--- config.mk ---
export PLATFORM = sky130hd
export DESIGN_NAME = chroma_quadrant_split
export DESIGN_NICKNAME = d
export VERILOG_FILES = /design/src/rtl/chroma_quadrant_split.sv
export SDC_FILE = /design/constraint.sdc
export NUM_CORES = 1
export LEC_CHECK = 0
export CORE_AREA = 2 2 288 290
export CTS_CLUSTER_DIAMETER = 30
export DETAILED_ROUTE_END_ITERATION = 12
export DIE_AREA = 0 0 290 292
export GPL_TIMING_DRIVEN = 0
export RECOVER_POWER = 25
export SETUP_SLACK_MARGIN = 0.5
export SYNTH_ARGS = -nofsm -noshare
export SYNTH_HDL_FRONTEND = slang
export SYNTH_SLANG_ARGS = --single-unit
--- constraint.sdc ---
create_clock -name clk -period 44.8 [get_ports clk]
set_input_delay 6.72 -clock clk [delete_from_list [all_inputs] [get_ports clk]]
set_output_delay 6.72 -clock clk [all_outputs]
set_load 0.01 [all_outputs]
--- src/rtl/chroma_quadrant_split.sv ---
// Buffers one 8x8 Cb/Cr block and replays it as four 4x4 quadrants (TL, TR, BL, BR).
// Build option SPLIT_DOUBLE_BUF_EN: 2-entry ping-pong buffer with no IDLE bubble.

`ifndef CH
`define CH 2
`endif

module chroma_quadrant_split #(
  parameter int unsigned DW = 9
) (
  input  logic                     clk,
  input  logic                     rst_n,
  input  logic                     in_valid,
  output logic                     in_ready,
  input  logic [$clog2(`CH+1)-1:0] in_ch,
  input  logic [7:0][7:0][DW-1:0]  in_block,
  output logic                     out_valid,
  input  logic                     out_ready,
  output logic [$clog2(`CH+1)-1:0] out_ch,
  output logic [1:0]               out_quad,
  output logic                     out_last,
  output logic [3:0][3:0][DW-1:0]  out_block,
  output logic                     drop_err
);
  localparam int unsigned NQ  = 4;
  localparam int unsigned ChW = $clog2(`CH+1);

  logic                    accept;
  logic                    keep;
  logic                    hs;
  logic [1:0]              quad_q, quad_d;
  logic                    drop_q;
  logic [ChW-1:0]          cur_ch;
  logic [7:0][7:0][DW-1:0] cur_buf;

  assign accept = in_valid && in_ready;
  assign keep   = (in_ch == ChW'(1)) || (in_ch == ChW'(2));
  assign hs     = out_valid && out_ready;

`ifndef SPLIT_DOUBLE_BUF_EN
  typedef enum logic [0:0] {StIdle, StEmit} state_e;

  state_e                  state_q, state_d;
  logic [7:0][7:0][DW-1:0] buf_q;
  logic [ChW-1:0]          ch_q;

  // Storage is don't-care at reset; outputs are gated by out_valid instead.
  always_ff @(posedge clk) begin
    if (accept && keep) begin
      buf_q <= in_block;
      ch_q  <= in_ch;
    end
  end

  always_comb begin
    state_d = state_q;
    quad_d  = quad_q;
    unique case (state_q)
      StIdle: begin
        if (accept && keep) begin
          state_d = StEmit;
          quad_d  = '0;
        end
      end
      StEmit: begin
        if (out_ready) begin
          quad_d = quad_q + 2'd1;
          if (out_last) state_d = StIdle;
        end
      end
      default: state_d = StIdle;
    endcase
  end

  always_ff @(posedge clk or negedge rst_n) begin
    if (!rst_n) state_q <= StIdle;
    else        state_q <= state_d;
  end

  assign in_ready  = (state_q == StIdle);
  assign out_valid = (state_q == StEmit);
  assign cur_buf   = buf_q;
  assign cur_ch    = ch_q;
`else
  logic [7:0][7:0][DW-1:0] buf_q [2];
  logic [ChW-1:0]          ch_q  [2];
  logic                    wr_q, rd_q;
  logic [1:0]              cnt_q;
  logic                    push, pop;

  assign push = accept && keep;
  assign pop  = hs && out_last;

  always_ff @(posedge clk) begin
    if (push) begin
      buf_q[wr_q] <= in_block;
      ch_q[wr_q]  <= in_ch;
    end
  end

  // quad wraps 3 -> 0 on the final pop, so the next entry starts at TL.
  always_comb begin
    quad_d = quad_q;
    if (hs) quad_d = quad_q + 2'd1;
  end

  always_ff @(posedge clk or negedge rst_n) begin
    if (!rst_n) begin
      wr_q  <= 1'b0;
      rd_q  <= 1'b0;
      cnt_q <= 2'd0;
    end else begin
      wr_q  <= wr_q ^ push;
      rd_q  <= rd_q ^ pop;
      cnt_q <= cnt_q + 2'(push) - 2'(pop);
    end
  end

  assign in_ready  = (cnt_q != 2'd2);
  assign out_valid = (cnt_q != 2'd0);
  assign cur_buf   = buf_q[rd_q];
  assign cur_ch    = ch_q[rd_q];
`endif

  always_ff @(posedge clk or negedge rst_n) begin
    if (!rst_n) begin
      quad_q <= '0;
      drop_q <= 1'b0;
    end else begin
      quad_q <= quad_d;
      drop_q <= accept && !keep;
    end
  end

  assign out_quad = quad_q;
  assign out_last = out_valid && (quad_q == 2'(NQ - 1));
  assign out_ch   = out_valid ? cur_ch : '0;
  assign drop_err = drop_q;

  always_comb begin
    out_block = '0;
    if (out_valid) begin
      for (int r = 0; r < 4; r++) begin
        for (int c = 0; c < 4; c++) begin
          out_block[r][c] = cur_buf[{quad_q[1], 2'(r)}][{quad_q[0], 2'(c)}];
        end
      end
    end
  end

endmodule

==> flow_summary.yaml <==
outcome:
  outcome: "finished, final reports clean"
drt:
  met3WireLength_um: 5428
  postRouteAntennaNets: 0
  wl_met1_um: 26940
  wirelength_um: 71840
  remaining_drc_errors: 0
  drt_iter0_markers: 807
  wire_per_inst_um: 22.59
  vias: 13960
  met2WireLength_um: 37160
  dr.pass1.iters: 7
  viasPerCell: 4.391
  highest_layer: "met5"
cts:
  post_cts_buffers: 0
  clk_pin_slew_worst_paths_ns: 0.04
  insertion_delay_ns: 0.71
  post_cts_resized: 0
  root_buffer: "clkbuf_16"
  cts_made_buffers: 135
  tritoncts: "yes"
  clockBufferDepth: 3
  cts.sinks: 582
  holdBufCountCts: 0
  htreeDepth: 4
worst_setup_path:
  slowest_delay_ns: 0.77
  start_kind: "flip-flop"
  cp-end-kind: "output pin"
  worst_path_dominant_cell_family: "buffers and inverters"
  cp_data_arrival_time_ns: 3.60
  crit_chain: "nand2_1 -> clkbuf_1 -> o22ai_1 -> clkdlybuf4s50_1"
  worstSetupPathType: "reg -> out"
  path_buf_inv: 2
  cp.required_ns: 38.08
  crit_fanout: 10
  crit_slowest_cell: "clkbuf_1"
sta:
  fmax_ghz: 0.09692
  slew_viol_final: 0
  fin_skew_ns: 0.03065
  fin_crit_sh: 0.2303
  setup_tns_ns: 0
  slew_headroom: 0.3660
  rsz0062_at_grt: "false"
  setup_viol: 0
  worst_slew_pin_slew_ns: 0.9511
  fin_ws_ns: 34.48
  min_period_ns: 10.32
  final_hold_viol_count: 0
synthesis:
  synth_xor_area_frac: 0.0003980
  ys_seq_area_frac: 0.7932
  synth.ff_latch_count: 582
  synth_nets: 1682
  yosys.area_share.simple: 0.002729
  synth_compound_area_frac: 0.04287
  synth_top_family_by_area: "multiplexers"
  syn-cell-area_um2: 22010
  synth_fa_ha_area_frac: 0.0005685
  muxShareOfSynthArea: 0.1310
  avgSynthCellArea_um2: 20.02
  yosysWarningCount: 0
  netlist_instances: 1099
  yosys.cell_types.count: 24
die:
  rows: 105
  io-pin-count: 734
  start_util: 0.2697
  die_w_um: 290
  core_area_um2: 81580
  die_height_um: 292
  die_area_um2: 84680
grt:
  grt_pass1_wl_um: 101300
  grt_pass1_vias: 15240
  grt_overflow: 0
  antenna_found_initial: 20
  grt_max_degree: 40
  track_usage: 0.1655
power_and_ir_drop:
  powerDensity_nw_per_um2: 66.49
  power_switching_uw: 696.5
  p_leak_uw: 0.01296
  combPwrFrac: 0.303
  switching_share: 0.2938
  internal-power_uw: 1674
  ir_worst_vdd_mv: 0.03622
  share_seq_of_total_power: 0.287
  clock_power_share: 0.410
final_layout:
  fill_cells: 7137
  layout_common_cells: "578 x edfxtp_1, 407 x clkdlybuf4s50_1, 326 x dlygate4sd3_1, 288 x mux2i_1, 144 x o22ai_1"
  final_nets: 2570
  drive_above_1_share: 0.1281
  final_common_cell: "edfxtp_1"
  syn_to_final_growth_pct: 62.03
placed_design:
  gp_congestion: 0.8587
  dp_slack_ns: 34.75
  io_buffers: 733
  dp_hpwl_um: 52830
hold_path:
  hp-class: "reg -> reg"
run:
  maxCapViolCount: 0
## synthesized netlist by cell type, drive strengths merged
cell | n | share of area
edfxtp | 578 | 0.79
mux2i | 288 | 0.13
o22ai | 144 | 0.041
buf | 48 | 0.026
clkbuf | 17 | 0.0029
dfrtp | 4 | 0.0045
and2 | 3 | 0.00085
and3 | 2 | 0.00057
inv | 2 | 0.00034
nand2 | 2 | 0.00034
nand2b | 2 | 0.00057
a21boi | 1 | 0.00034
a21o | 1 | 0.00034
ha | 1 | 0.00057
nand3 | 1 | 0.00023
nor2 | 1 | 0.00017
o22a | 1 | 0.00040
o2bb2ai | 1 | 0.00040
o311a | 1 | 0.00045
xnor2 | 1 | 0.00040
## power groups by stage
| stage | Sequential [µW] | Clock (µW) | Combinational [µW] |
|---|---|---|---|
| after floorplan | 749 | 0 | 356 |
| after global placement | 775 | 0 | 715 |
| after detailed placement | 690 | 0 | 733 |
| after CTS | 681 | 992 | 737 |
| after global routing | 685 | 1020 | 759 |
| final | 681 | 971 | 718 |
## worst reg2reg max path, delay by kind of cell (launching register included)
| family | cells | cell delay, ns |
|---|---|---|
| buffers and inverters | 7 | 1.78 |
| DFF | 1 | 0.40 |
| and+or+nand+nor | 2 | 0.89 |
## through the flow
| step | total power [µW] | hold WS, ns | cells | instance area [µm²] | util |
|---|---|---|---|---|---|
| floorplan | 1104 | 0.7436 | 1099 | 22010 | - |
| global placement | 1490 | 0.7353 | 2902 | 30680 | 0.3761 |
| detailed placement | 1423 | 0.7678 | 2920 | 31070 | 0.3809 |
| CTS | 2410 | 0.7707 | 3162 | 35610 | 0.4365 |
| global route | 2464 | 0.8123 | 3176 | 35650 | 0.4370 |
| finish | 2371 | 0.7753 | 3180 | 35660 | 0.4371 |
## final cells by class
class / count / area [µm²] / share of cell area
clock buffer: 161 / 3540 / 0.09926
clock inverter: 81 / 1001 / 0.02807
inverter: 2 / 7.507 / 0.0002105
buffer: 65 / 635.6 / 0.01782
timing repair buffer: 751 / 7720 / 0.2165
tap: 1070 / 1339 / 0.03754
antenna: 18 / 45.04 / 0.001263
sequential: 582 / 17460 / 0.4895
multi-input combinational: 450 / 3915 / 0.1098
## routing by layer
metal / global-route usage / vias up
met1: 0.1823 / 6875
met5: 0 / -
met3: 0.05739 / 129
li1: - / 6344
met2: 0.2844 / 614
met4: 0.08219 / 2
## path summary, 6_finish.rpt
| path | start | end | slack [ns] | depth (start not counted) |
|---|---|---|---|---|
| max | out_quad[1]$_DFFE_PN0P_ | out_block[135] | 34.48 | 4 |
| min | out_quad[0]$_DFFE_PN0P_ | out_valid$_DFF_PN0_ | 0.78 | 3 |
| max reg2reg | out_valid$_DFF_PN0_ | buf_q[42]$_DFFE_PP_ | 41.42 | 9 |
| min reg2reg | out_quad[0]$_DFFE_PN0P_ | out_valid$_DFF_PN0_ | 0.78 | 3 |
| max in group asynchronous | rst_n | out_quad[1]$_DFFE_PN0P_ | 38.30 | 1 |
| min in group asynchronous | rst_n | drop_err$_DFF_PN0_ | 6.32 | 1 |
## sequential cells by signal (all words and copies together) (netlist names)
register / count
buf_q: 576
ch_q: 2
drop_err: 1
out_quad: 2
out_valid: 1
## cells by family (layout without fill, tap and decap cells)
logic type	Yosys count	count (layout)
multiplexers	288	288
other	0	18
adder cells (fa/ha/maj)	1	1
AO/OA/AOI/OAI	149	149
XOR/XNOR	1	1
AND/OR/NAND/NOR	11	11
buffers and inverters	67	1060
flip-flops	582	582
No activity file was read; power rests on OpenSTA's default activity.
